## config.mk

```make
export PLATFORM = sky130hd
export DESIGN_NAME = branch_predict_unit
export DESIGN_NICKNAME = d
export VERILOG_FILES = /design/src/rtl/bpu_pkg.sv /design/src/rtl/branch_predict_unit_sat_counter.sv /design/src/rtl/branch_predict_unit.sv
export SDC_FILE = /design/constraint.sdc
export NUM_CORES = 1
export LEC_CHECK = 0
export CAP_MARGIN = 10
export CORE_UTILIZATION = 60
export DETAILED_ROUTE_END_ITERATION = 10
export HOLD_SLACK_MARGIN = 0.06
export PLACE_DENSITY = 0.85
export SLEW_MARGIN = 10
export SYNTH_ARGS = -nofsm -noshare
export SYNTH_HDL_FRONTEND = slang
export SYNTH_SLANG_ARGS = --single-unit
```

## constraint.sdc

```tcl
create_clock -name clk -period 6.95 [get_ports clk]
set_clock_uncertainty 0.15 [all_clocks]
set_input_delay 1.0425 -clock clk [delete_from_list [all_inputs] [get_ports clk]]
set_output_delay 1.0425 -clock clk [all_outputs]
set_load 0.005 [all_outputs]
```

## src/rtl/bpu_pkg.sv

```systemverilog
// Shared helpers for the branch predictor: index sizing and saturating-counter encodings.
package bpu_pkg;

    function automatic int clog2(input int n);
        int r;
        r = 0;
        for (int i = 0; i < 31; i++) begin
            if ((1 << i) < n) r = i + 1;
        end
        return r;
    endfunction

    // Weakly not-taken sits just below the MSB flip, weakly taken just above it.
    function automatic int ctr_wnt(input int w);
        return (1 << (w - 1)) - 1;
    endfunction

    function automatic int ctr_wt(input int w);
        return 1 << (w - 1);
    endfunction

    function automatic int ctr_max(input int w);
        return (1 << w) - 1;
    endfunction

endpackage

```

## src/rtl/branch_predict_unit_sat_counter.sv

```systemverilog
// Saturating up/down counter with synchronous clear-to-reset-value and load.
// Clear beats load, load beats inc/dec; simultaneous inc and dec hold.
module sat_counter #(
    parameter int           W       = 2,
    parameter logic [W-1:0] RST_VAL = '0
) (
    input  logic         clk,
    input  logic         rst_n,
    input  logic         i_clr,
    input  logic         i_load,
    input  logic [W-1:0] i_load_val,
    input  logic         i_inc,
    input  logic         i_dec,
    output logic [W-1:0] o_q
);
    localparam logic [W-1:0] MAX = '1;

    logic [W-1:0] r_q;

    always_ff @(posedge clk or negedge rst_n) begin
        if (!rst_n) begin
            r_q <= RST_VAL;
        end else if (i_clr) begin
            r_q <= RST_VAL;
        end else if (i_load) begin
            r_q <= i_load_val;
        end else if (i_inc && !i_dec && r_q != MAX) begin
            r_q <= r_q + W'(1);
        end else if (i_dec && !i_inc && r_q != '0) begin
            r_q <= r_q - W'(1);
        end
    end

    assign o_q = r_q;

endmodule

```

## src/rtl/branch_predict_unit.sv

```systemverilog
// Direct-mapped branch target table: zero-latency lookup for fetch, trained from ID.
// Reports mispredicts combinationally with the corrected PC and counts them (saturating).
module branch_predict_unit
    import bpu_pkg::*;
#(
    parameter int PC_W    = 16,
    parameter int ENTRIES = 16,
    parameter int CTR_W   = 2
) (
    input  logic            clk,
    input  logic            rst_n,
    input  logic            flush,
    input  logic [PC_W-1:0] lu_pc,
    output logic            pred_hit,
    output logic            pred_taken,
    output logic [PC_W-1:0] pred_target,
    input  logic            upd_valid,
    input  logic [PC_W-1:0] upd_pc,
    input  logic            upd_taken,
    input  logic [PC_W-1:0] upd_target,
    input  logic            upd_pred_taken,
    input  logic [PC_W-1:0] upd_pred_target,
    output logic            mispredict,
    output logic [PC_W-1:0] correct_pc,
    output logic [15:0]     mispredict_cnt
);
    localparam int IDX_W = clog2(ENTRIES);
    localparam int TAG_W = PC_W - IDX_W;
    localparam logic [CTR_W-1:0] C_WNT = CTR_W'(ctr_wnt(CTR_W));
    localparam logic [CTR_W-1:0] C_WT  = CTR_W'(ctr_wt(CTR_W));

    typedef struct packed {
        logic             valid;
        logic [TAG_W-1:0] tag;
        logic [PC_W-1:0]  target;
        logic [CTR_W-1:0] ctr;
    } entry_t;

    logic [ENTRIES-1:0] r_valid;
    logic [TAG_W-1:0]   r_tag    [ENTRIES];
    logic [PC_W-1:0]    r_target [ENTRIES];
    logic [CTR_W-1:0]   w_ctr    [ENTRIES];
    entry_t             w_tbl    [ENTRIES];

    logic [IDX_W-1:0] w_lu_idx;
    logic [IDX_W-1:0] w_upd_idx;
    logic [TAG_W-1:0] w_upd_tag;
    entry_t           w_lu_e;
    logic             w_upd_hit;
    logic             w_upd_en;

    always_comb begin
        for (int i = 0; i < ENTRIES; i++) begin
            w_tbl[i] = '{valid: r_valid[i], tag: r_tag[i], target: r_target[i], ctr: w_ctr[i]};
        end
    end

    // Lookup sees only registered state, so a same-cycle update is not bypassed.
    assign w_lu_idx    = lu_pc[IDX_W-1:0];
    assign w_lu_e      = w_tbl[w_lu_idx];
    assign pred_hit    = w_lu_e.valid && (w_lu_e.tag == lu_pc[PC_W-1:IDX_W]);
    assign pred_taken  = pred_hit && w_lu_e.ctr[CTR_W-1];
    assign pred_target = pred_taken ? w_lu_e.target : lu_pc + PC_W'(1);

    assign mispredict = upd_valid &&
                        ((upd_taken != upd_pred_taken) ||
                         (upd_taken && (upd_target != upd_pred_target)));
    assign correct_pc = upd_taken ? upd_target : upd_pc + PC_W'(1);

    assign w_upd_idx = upd_pc[IDX_W-1:0];
    assign w_upd_tag = upd_pc[PC_W-1:IDX_W];
    assign w_upd_hit = r_valid[w_upd_idx] && (r_tag[w_upd_idx] == w_upd_tag);
    assign w_upd_en  = upd_valid && !flush;

    always_ff @(posedge clk or negedge rst_n) begin
        if (!rst_n) begin
            r_valid <= '0;
            for (int i = 0; i < ENTRIES; i++) begin
                r_tag[i]    <= '0;
                r_target[i] <= '0;
            end
        end else if (flush) begin
            r_valid <= '0;
        end else if (w_upd_en && upd_taken) begin
            // Taken on a miss allocates over whatever aliased entry lives at this index.
            r_valid[w_upd_idx]  <= 1'b1;
            r_tag[w_upd_idx]    <= w_upd_tag;
            r_target[w_upd_idx] <= upd_target;
        end
    end

    for (genvar gi = 0; gi < ENTRIES; gi++) begin : g_ctr
        logic w_sel;
        assign w_sel = w_upd_en && (w_upd_idx == IDX_W'(gi));

        sat_counter #(
            .W       (CTR_W),
            .RST_VAL (C_WNT)
        ) u_ctr (
            .clk        (clk),
            .rst_n      (rst_n),
            .i_clr      (flush),
            .i_load     (w_sel && !w_upd_hit && upd_taken),
            .i_load_val (C_WT),
            .i_inc      (w_sel && w_upd_hit && upd_taken),
            .i_dec      (w_sel && w_upd_hit && !upd_taken),
            .o_q        (w_ctr[gi])
        );
    end

    // Mispredicts are counted even during flush; the counter ignores flush.
    sat_counter #(
        .W       (16),
        .RST_VAL (16'h0000)
    ) u_mis_cnt (
        .clk        (clk),
        .rst_n      (rst_n),
        .i_clr      (1'b0),
        .i_load     (1'b0),
        .i_load_val (16'h0000),
        .i_inc      (mispredict),
        .i_dec      (1'b0),
        .o_q        (mispredict_cnt)
    );

endmodule

```

==> results.toml, run 1 <==
[status]
status = "completed"

[clock_tree]
cts.sinks = 512
path_clk_slew_ns = 0.06
clock_latency_ns = 0.64
clockRootBuffer = "clkbuf_16"
postCtsSetupBuffers = 0
cts_buffers = 53
clockBufferDepth = 3
ctsHoldBuffers = 0
htreeDepth = 2
cts_tree = "built"
cts_resized = 0

[synthesis]
postSynthCellCount = 2135
synthFlopType = "dfrtp_1"
synth_cell_types = 53
yosysWarnings = 0
synth-seq-cells = 512
syn_area_mm2 = 0.02689
synth_area_per_cell_um2 = 12.59
syn-num-nets = 2211
synth-edff-count = 0
ys_seq_area_frac = 0.4772
async_flop_share = 1.000

[critical_path]
cp_max_fo = 45
cp.arrival_ns = 5.25
startpoint = "lu_pc[0]"
r2r_cells = 8
start_kind = "input port"
regToRegStartpoint = "r_tag[135]"
crit_required_ns = 5.76
r2r_setup_slack_ns = 3.29
critPathKind = "in -> out"
cp-end-kind = "primary output"

[routing]
met1Wirelength_um = 27720
drc = 0
detail-route-antenna-nets = 0
wire_per_inst_um = 27.95
route.met3.wl_um = 9552
finalWirelength_um = 78260
drtIter0Drc = 2365
routed-wl-met2_um = 37030
vias = 19240
avgViaCountPerCell = 6.870
top_layer = "met5"
first_pass_iters = 6

[placement]
dp_hpwl_um = 46730
io_buffer_count = 120
gp_congestion = 0.9230
post_dp_cell_area_mm2 = 0.02844

[layout]
final_area_mm2 = 0.03031
nFillCells = 2943
nNetsFinal = 2242
area_growth_syn_to_layout_pct = 12.72
drive_above_1_share = 0.3274
antenna_cells = 0

[global_routing]
grt_pass1_vias = 19820
grt-ovfl-total = 0
grt_pass1_wl_um = 119200
track_usage = 0.3544
grt_max_degree = 193
antenna_found_initial = 3

[timing]
relSlewSlack = 0.1882
rsz0062_at_grt = "false"
setup_viol = 0
finalCriticalPeriod_ns = 6.439
drv_slew = 0
post-route-period-util = 0.9265
timing.fmax_ghz = 0.1553
hold_ws_ns = 0.3073
worst_pin_slew_ns = 1.213
hold_violations = 0
tns_ns = 0

[die]
die_w_um = 213.7
coreArea_mm2 = 0.04422
io_pins = 121
dieArea_mm2 = 0.04567
rows = 77
initial_core_util = 0.6081
die_h_um = 213.7

[power_and_ir_drop]
ir_worst_vdd_uv = 359.2
comb_power_share = 0.158
p_clk_frac = 0.386
cellLeakagePower_nw = 13.58
p_int_mw = 5.834
power_density_mw_per_mm2 = 261.6
seqPwrFrac = 0.456
sw_frac_of_total = 0.2641
power_switching_mw = 2.094

[run]
max_cap_viol_count = 0

[worst_hold_path]
hp-class = "in -> async"
[through the flow]
step	util	std cells	worst slack (ns)	power (mW)
final	0.6854	2800	0.5107	7.929
after global routing	0.6854	2800	0.3294	8.171
after CTS	0.6854	2800	0.5039	7.925
after detailed placement	0.6431	2703	0.5940	4.872
after global placement	0.6431	2703	0.6690	4.785
after floorplan	-	2135	2.111	4.405
[path summary, 6_finish.rpt]
path,endpoint
max,pred_target[11]
min,r_tag[188]
max reg2reg,g_ctr[15].u_ctr.o_q[1]
min reg2reg,r_target[1]
max in group asynchronous,r_target[11]
min in group clk,r_target[1]
[layout by cell type (no fill, tap or decap), types with 13 or more instances in the layout]
cell,count
or4_1,13
inv_1,26
a22oi_1,17
clkdlybuf4s50_1,111
mux4_2,173
clkbuf_16,53
dfrtp_1,496
xnor2_1,49
dfstp_2,16
nand4_1,16
nand2_1,252
and3_1,14
nand3_1,37
or3_1,15
xor2_1,33
buf_4,49
o21ai_0,71
nor2_1,57
mux2_2,371
a21oi_1,68
mux2i_1,77
nor3_1,25
[cell usage after synthesis, types with 12 or more instances]
cell,instances,area (um^2)
mux2_2,371,4178
nor3_1,25,125.1
clkbuf_1,115,431.7
nand4_1,16,100.1
and3_1,15,93.84
buf_2,17,85.08
mux2i_1,77,770.7
dfstp_2,16,420.4
a2bb2oi_1,12,105.1
a22oi_1,17,127.6
a21oi_1,68,340.3
dfrtp_1,496,12410
buf_1,45,168.9
inv_1,26,97.59
o21ai_0,71,355.3
xor2_1,33,289.0
or4_1,13,97.59
or3_1,15,93.84
xnor2_1,49,429.2
nand2_1,264,991.0
nand3_1,38,190.2
nor2_1,57,214.0
mux4_2,173,3896
[layer usage]
metal	vias to the layer above	global-route usage
li1	7838	-
met1	9801	0.4487
met2	1277	0.5570
met3	317	0.1132
met4	4	0.1687
met5	-	0
[critical path, cell delays in order]
cell,delay (ns)
clkbuf_8,0.45
buf_12,0.25
mux4_2,0.52
mux2i_1,0.20
mux2i_1,0.14
xor2_1,0.22
nor4_1,0.42
and3_1,0.44
and2_1,0.45
buf_4,0.28
mux2_1,0.34
clkdlybuf4s50_1,0.45
[power by group through the flow]
stage	clock (mW)	sequential [mW]	combinational [mW]
5_1_grt	3.19	3.65	1.34
6_report	3.06	3.61	1.25
3_3_place_gp	0	3.61	1.18
3_5_place_dp	0	3.64	1.23
4_1_cts	3.08	3.60	1.25
2_1_floorplan	0	3.55	0.852
[sequential cells by signal, summed over array words and instances (netlist names)]
register	count
g_ctr.u_ctr.o_q	32
r_valid	16
u_mis_cnt.o_q	16
r_target	256
r_tag	192
[layout make-up]
cell class | count | area (um^2) | area share
timing repair buffer | 170 | 1608 | 0.05304
multi-input combinational | 1398 | 13140 | 0.4335
clock inverter | 23 | 377.9 | 0.01247
inverter | 31 | 116.4 | 0.003839
tap | 592 | 740.7 | 0.02444
sequential | 512 | 12830 | 0.4234
clock buffer | 74 | 1495 | 0.04933
[logic make-up after synthesis]
kind of cell,synth area share
compound gates,0.04932
xor+xnor,0.02671
fa+ha+maj,0.002792
buf+inv,0.03569
flops,0.4772
mux,0.3302
simple gates,0.07808
No activity file was read; power rests on OpenSTA's default activity.
==> run 2: changes to the inputs <==
--- a/config.mk
+++ b/config.mk
@@ -6,10 +6,10 @@
 export NUM_CORES = 1
 export LEC_CHECK = 0
 export CAP_MARGIN = 10
-export CORE_UTILIZATION = 60
+export CORE_UTILIZATION = 40
 export DETAILED_ROUTE_END_ITERATION = 10
 export HOLD_SLACK_MARGIN = 0.06
-export PLACE_DENSITY = 0.85
+export PLACE_DENSITY = 0.63
 export SLEW_MARGIN = 10
 export SYNTH_ARGS = -nofsm -noshare
 export SYNTH_HDL_FRONTEND = slang
==> run 2 against run 1 <==
Compared with the run above: the flow now finishes with violations (DRC); clock-buffer cell count grew 15; non-clock buffer count grew 9; clock power shrank 4%; worst hold slack lost 0.037 ns; first-iteration DRC count shrank 27%; flip-flop and latch count is the same; global-route usage shrank 11 points; sequential power is essentially flat; combinational power is essentially flat; power shrank 1.9%; critical path depth is the same; critical path type unchanged; largest cell class unchanged; highest routed layer unchanged.
==> results.toml, run 2 (synthesis results as in run 1) <==
[timing]
hold_violations = 0
worst_pin_slew_ns = 1.236
tns_ns = 0
timing.fmax_ghz = 0.1590
relSlewSlack = 0.1712
hold_ws_ns = 0.2704
setup_viol = 0
finalCriticalPeriod_ns = 6.291
post-route-period-util = 0.9051
setup_slack_ns = 0.6593
rsz0062_at_grt = "false"
drv_slew = 0

[critical_path]
critPathTopFamily = "buffers and inverters"
start_kind = "input port"
cp_slowest_cell = "and3_1"
r2r_setup_slack_ns = 3.43
critPathKind = "in -> out"
cp_max_fo = 41
cp.arrival_ns = 5.10
crit_chain = "clkbuf_8 > buf_4 > mux4_2 > mux2i_1 > mux2i_1 > xor2_1 > nor4_1 > and3_1 > and2_1 > buf_4 > mux2_2 > clkdlybuf4s50_1"
cp-end-kind = "primary output"
startpoint = "lu_pc[0]"
regToRegStartpoint = "r_tag[152]"
path_buf_inv = 4
crit_required_ns = 5.76
cpPeakStageDelay_ns = 0.59

[clock_tree]
ctsHoldBuffers = 0
postCtsSetupBuffers = 0
cts.sinks = 512
cts_buffers = 56
clockRootBuffer = "clkbuf_16"
clockBufferDepth = 3
clock_latency_ns = 0.63
cts_tree = "built"
path_clk_slew_ns = 0.06
cts_resized = 0
htreeDepth = 2

[global_routing]
grt_max_degree = 193
track_usage = 0.2419
grt_pass1_wl_um = 123300
grt-ovfl-total = 0
grt_pass1_vias = 18710
antenna_found_initial = 2

[layout]
top_register = "r_target"
final_cell_mix = "496 x dfrtp_1, 371 x mux2_2, 252 x nand2_1, 173 x mux4_2, 111 x clkdlybuf4s50_1"
layout_commonest_cell = "dfrtp_1"
nNetsFinal = 2254
final_cells = 3083
area_growth_syn_to_layout_pct = 13.95
nFillCells = 5872
largest_reg_flops = 256
drive_above_1_share = 0.3296

[routing]
detail-route-antenna-nets = 0
wire_per_inst_um = 26.46
avgViaCountPerCell = 6.048
drtIter0Drc = 1727
drc = 10
finalWirelength_um = 81580
first_pass_iters = 9
vias = 18650

[power_and_ir_drop]
power_density_mw_per_mm2 = 253.8
cellLeakagePower_nw = 13.59
ir_worst_vdd_uv = 230.4

[die]
dieArea_mm2 = 0.06826
initial_core_util = 0.4068
coreArea_mm2 = 0.06610
die_w_um = 261.3
rows = 94
die_h_um = 261.3
io_pins = 121

[placement]
gp_congestion = 0.8954
pre_cts_ws_ns = 0.7668
dp_hpwl_um = 50460
dp.cells = 2984
io_buffer_count = 120

[status]
failed_checks = "DRC"
status = "finished with violations"

[worst_hold_path]
hp-class = "in -> async"

[run]
max_cap_viol_count = 0
[run 2: report_power, final]
part / switching, mW / internal [mW]
logic: 0.571 / 0.677
registers: 0.248 / 3.35
clock network: 1.25 / 1.68
total: 2.07 / 5.71
[run 2: layout make-up]
type                       count  area (um^2)  area share
antenna                        1        2.502  0.00008167
tap                          864         1081     0.03528
timing repair buffer         179         1663     0.05427
multi-input combinational   1398        13140      0.4289
clock inverter                 9        88.84    0.002899
sequential                   512        12830      0.4188
inverter                      31        116.4    0.003798
clock buffer                  89         1715     0.05599
[run 2: worst paths after layout]
kind | endpoint | depth (start not counted)
min in group clk | r_target[2] | 2
setup reg to reg | g_ctr[11].u_ctr.o_q[1] | 8
max in group asynchronous | r_target[61] | 2
hold / removal | r_tag[74] | 1
setup / recovery | pred_target[3] | 12
hold reg to reg | r_target[2] | 2
[run 2: per-layer routing]
| layer | vias to the layer above | GRT usage | routed length (um) |
|---|---|---|---|
| met5 | - | 0 | 11 |
| met4 | 2 | 0.06266 | 1905 |
| met3 | 136 | 0.04888 | 6614 |
| met2 | 768 | 0.3801 | 38110 |
| met1 | 9871 | 0.3423 | 34950 |
| li1 | 7870 | - | - |
[run 2: stage by stage]
stage	utilization	area, um^2	total power [mW]
6_report	0.4635	30640	7.777
3_3_place_gp	0.4362	28830	4.830
5_1_grt	0.4635	30640	8.076
3_5_place_dp	0.4362	28830	4.889
2_1_floorplan	-	26890	4.405
4_1_cts	0.4635	30640	7.822
[run 2: worst reg2reg max path: cells and delay by family (launching register included)]
| family | cells | cell delay, ns |
|---|---|---|
| compound gates | 4 | 1.11 |
| mux | 2 | 0.95 |
| xor+xnor | 1 | 0.20 |
| simple gates | 1 | 0.51 |
| flops | 1 | 0.40 |
==> run 3: changes to the inputs <==
--- a/config.mk
+++ b/config.mk
@@ -6,10 +6,11 @@
 export NUM_CORES = 1
 export LEC_CHECK = 0
 export CAP_MARGIN = 10
+export CORE_MARGIN = 1.5
 export CORE_UTILIZATION = 40
 export DETAILED_ROUTE_END_ITERATION = 10
 export HOLD_SLACK_MARGIN = 0.06
-export PLACE_DENSITY = 0.63
+export PLACE_DENSITY_LB_ADDON = 0.2
 export SLEW_MARGIN = 10
 export SYNTH_ARGS = -nofsm -noshare
 export SYNTH_HDL_FRONTEND = slang
==> run 3 against run 2 <==
Compared with the run above: the run now ends clean; via count fell by 1.4%; register-to-register slack worse by 0.09 ns; critical path depth stayed put; sequential share of layout area down 0.27 points; die area increased by 0.77%; critical endpoint is now pred_target[14]; final area up 0.65%; cell count rose by 0.32%; first-iteration DRC count is 0.64% higher; flip-flop and latch count unchanged; sequential power about the same.
==> results.toml, run 3 (synthesis results as in run 1) <==
[timing]
worst_pin_slew_ns = 1.149
timing.fmax_ghz = 0.1636
finalCriticalPeriod_ns = 6.114
relSlewSlack = 0.2314
drv_slew = 0
hold_violations = 0
setup_slack_ns = 0.8362
tns_ns = 0
hold_ws_ns = 0.2989
post-route-period-util = 0.8797
setup_viol = 0
rsz0062_at_grt = "false"

[layout]
nNetsFinal = 2256
antenna_cells = 0
layout_commonest_cell = "dfrtp_1"
nFillCells = 6014
drive_above_1_share = 0.3315
area_growth_syn_to_layout_pct = 14.69
multi_input_area_mm2 = 0.01314
top_register = "r_target"
final_cell_mix = "496 x dfrtp_1, 371 x mux2_2, 252 x nand2_1, 173 x mux4_2, 111 x clkdlybuf4s50_1"
final_area_mm2 = 0.03084
largest_reg_flops = 256
final_cells = 3093
final_core_util = 0.4666
regArea_mm2 = 0.01283

[placement]
dp.cells = 2984
dp_hpwl_um = 51940
io_buffer_count = 120
post_dp_cell_area_mm2 = 0.02885
pre_cts_ws_ns = 0.8788
gp_congestion = 0.8757

[power_and_ir_drop]
comb_power_share = 0.156
total_power_mw = 8.009
power_density_mw_per_mm2 = 259.7
ir_worst_vdd_uv = 191.0
seqPwrFrac = 0.449
cellLeakagePower_nw = 13.67
p_int_mw = 5.898
power_switching_mw = 2.111
sw_frac_of_total = 0.2635
p_clk_frac = 0.395

[global_routing]
grt_pass1_vias = 18840
antenna_found_initial = 3
grt_pass1_wl_um = 127600
grt-ovfl-total = 0
track_usage = 0.2473
grt_max_degree = 183

[critical_path]
cp.arrival_ns = 4.92
cp-end-kind = "primary output"
start_kind = "input port"
cp_max_fo = 27
critPathKind = "in -> out"
crit_required_ns = 5.76

[routing]
drtIter0Drc = 1738
avgViaCountPerCell = 5.945
wire_per_inst_um = 27.45
detail-route-antenna-nets = 0
first_pass_iters = 5
finalWirelength_um = 84900
vias = 18390
drc = 0

[clock_tree]
cts_tree = "built"
cts.sinks = 512
ctsHoldBuffers = 0
path_clk_slew_ns = 0.06
clockRootBuffer = "clkbuf_16"
postCtsSetupBuffers = 0
htreeDepth = 2
clock_latency_ns = 0.64
cts_resized = 0
cts_buffers = 58
clockBufferDepth = 3

[run]
max_cap_viol_count = 0

[die]
initial_core_util = 0.4068
die_w_um = 262.3
dieArea_mm2 = 0.06879
io_pins = 121
coreArea_mm2 = 0.06610
die_h_um = 262.3
rows = 94

[status]
status = "completed"

[worst_hold_path]
hp-class = "in -> async"
==> run 3: routing by layer <==
layer  vias to the layer above  global-route usage  routed length [um]
li1                       7887                   -                   -
met1                      9751              0.3360               36570
met2                       614              0.4094               40970
met3                       133             0.04477                5256
met4                         2             0.06317                2076
met5                         -                   0                  20
==> run 3: final timing paths <==
| kind | startpoint | end | slack, ns | cells past startpoint |
|---|---|---|---|---|
| hold reg to reg | u_mis_cnt.o_q[9] | u_mis_cnt.o_q[9] | 0.33 | 1 |
| setup reg to reg | r_tag[56] | g_ctr[11].u_ctr.o_q[1] | 3.34 | 8 |
| max in group asynchronous | rst_n | r_valid[13] | 4.63 | 2 |
| hold / removal | rst_n | r_tag[160] | 0.30 | 1 |
| min in group clk | u_mis_cnt.o_q[9] | u_mis_cnt.o_q[9] | 0.33 | 1 |
| setup / recovery | lu_pc[0] | pred_target[14] | 0.84 | 12 |
==> run 3: cell type report <==
class                      count  share of cell area
multi-input combinational   1398              0.4261
sequential                   512              0.4161
clock inverter                18            0.008398
clock buffer                  91             0.05627
inverter                      31            0.003773
timing repair buffer         179             0.05432
tap                          864             0.03505
==> run 3: power by group through the flow <==
| stage | combinational, mW | clock, mW | sequential, mW |
|---|---|---|---|
| 2_1_floorplan | 0.852 | 0 | 3.55 |
| 3_5_place_dp | 1.25 | 0 | 3.64 |
| 5_1_grt | 1.35 | 3.36 | 3.64 |
| 6_report | 1.25 | 3.16 | 3.60 |
| 3_3_place_gp | 1.23 | 0 | 3.62 |
| 4_1_cts | 1.26 | 3.23 | 3.59 |
==> run 3: worst max-delay path: stages <==
cell             delay [ns]
clkbuf_8               0.21
buf_12                 0.25
mux4_2                 0.54
mux2_2                 0.29
a211oi_1               0.25
a22oi_1                0.13
nor4_1                 0.42
and3_1                 0.41
and2_1                 0.18
buf_4                  0.28
o21ai_0                0.32
clkdlybuf4s50_1        0.54
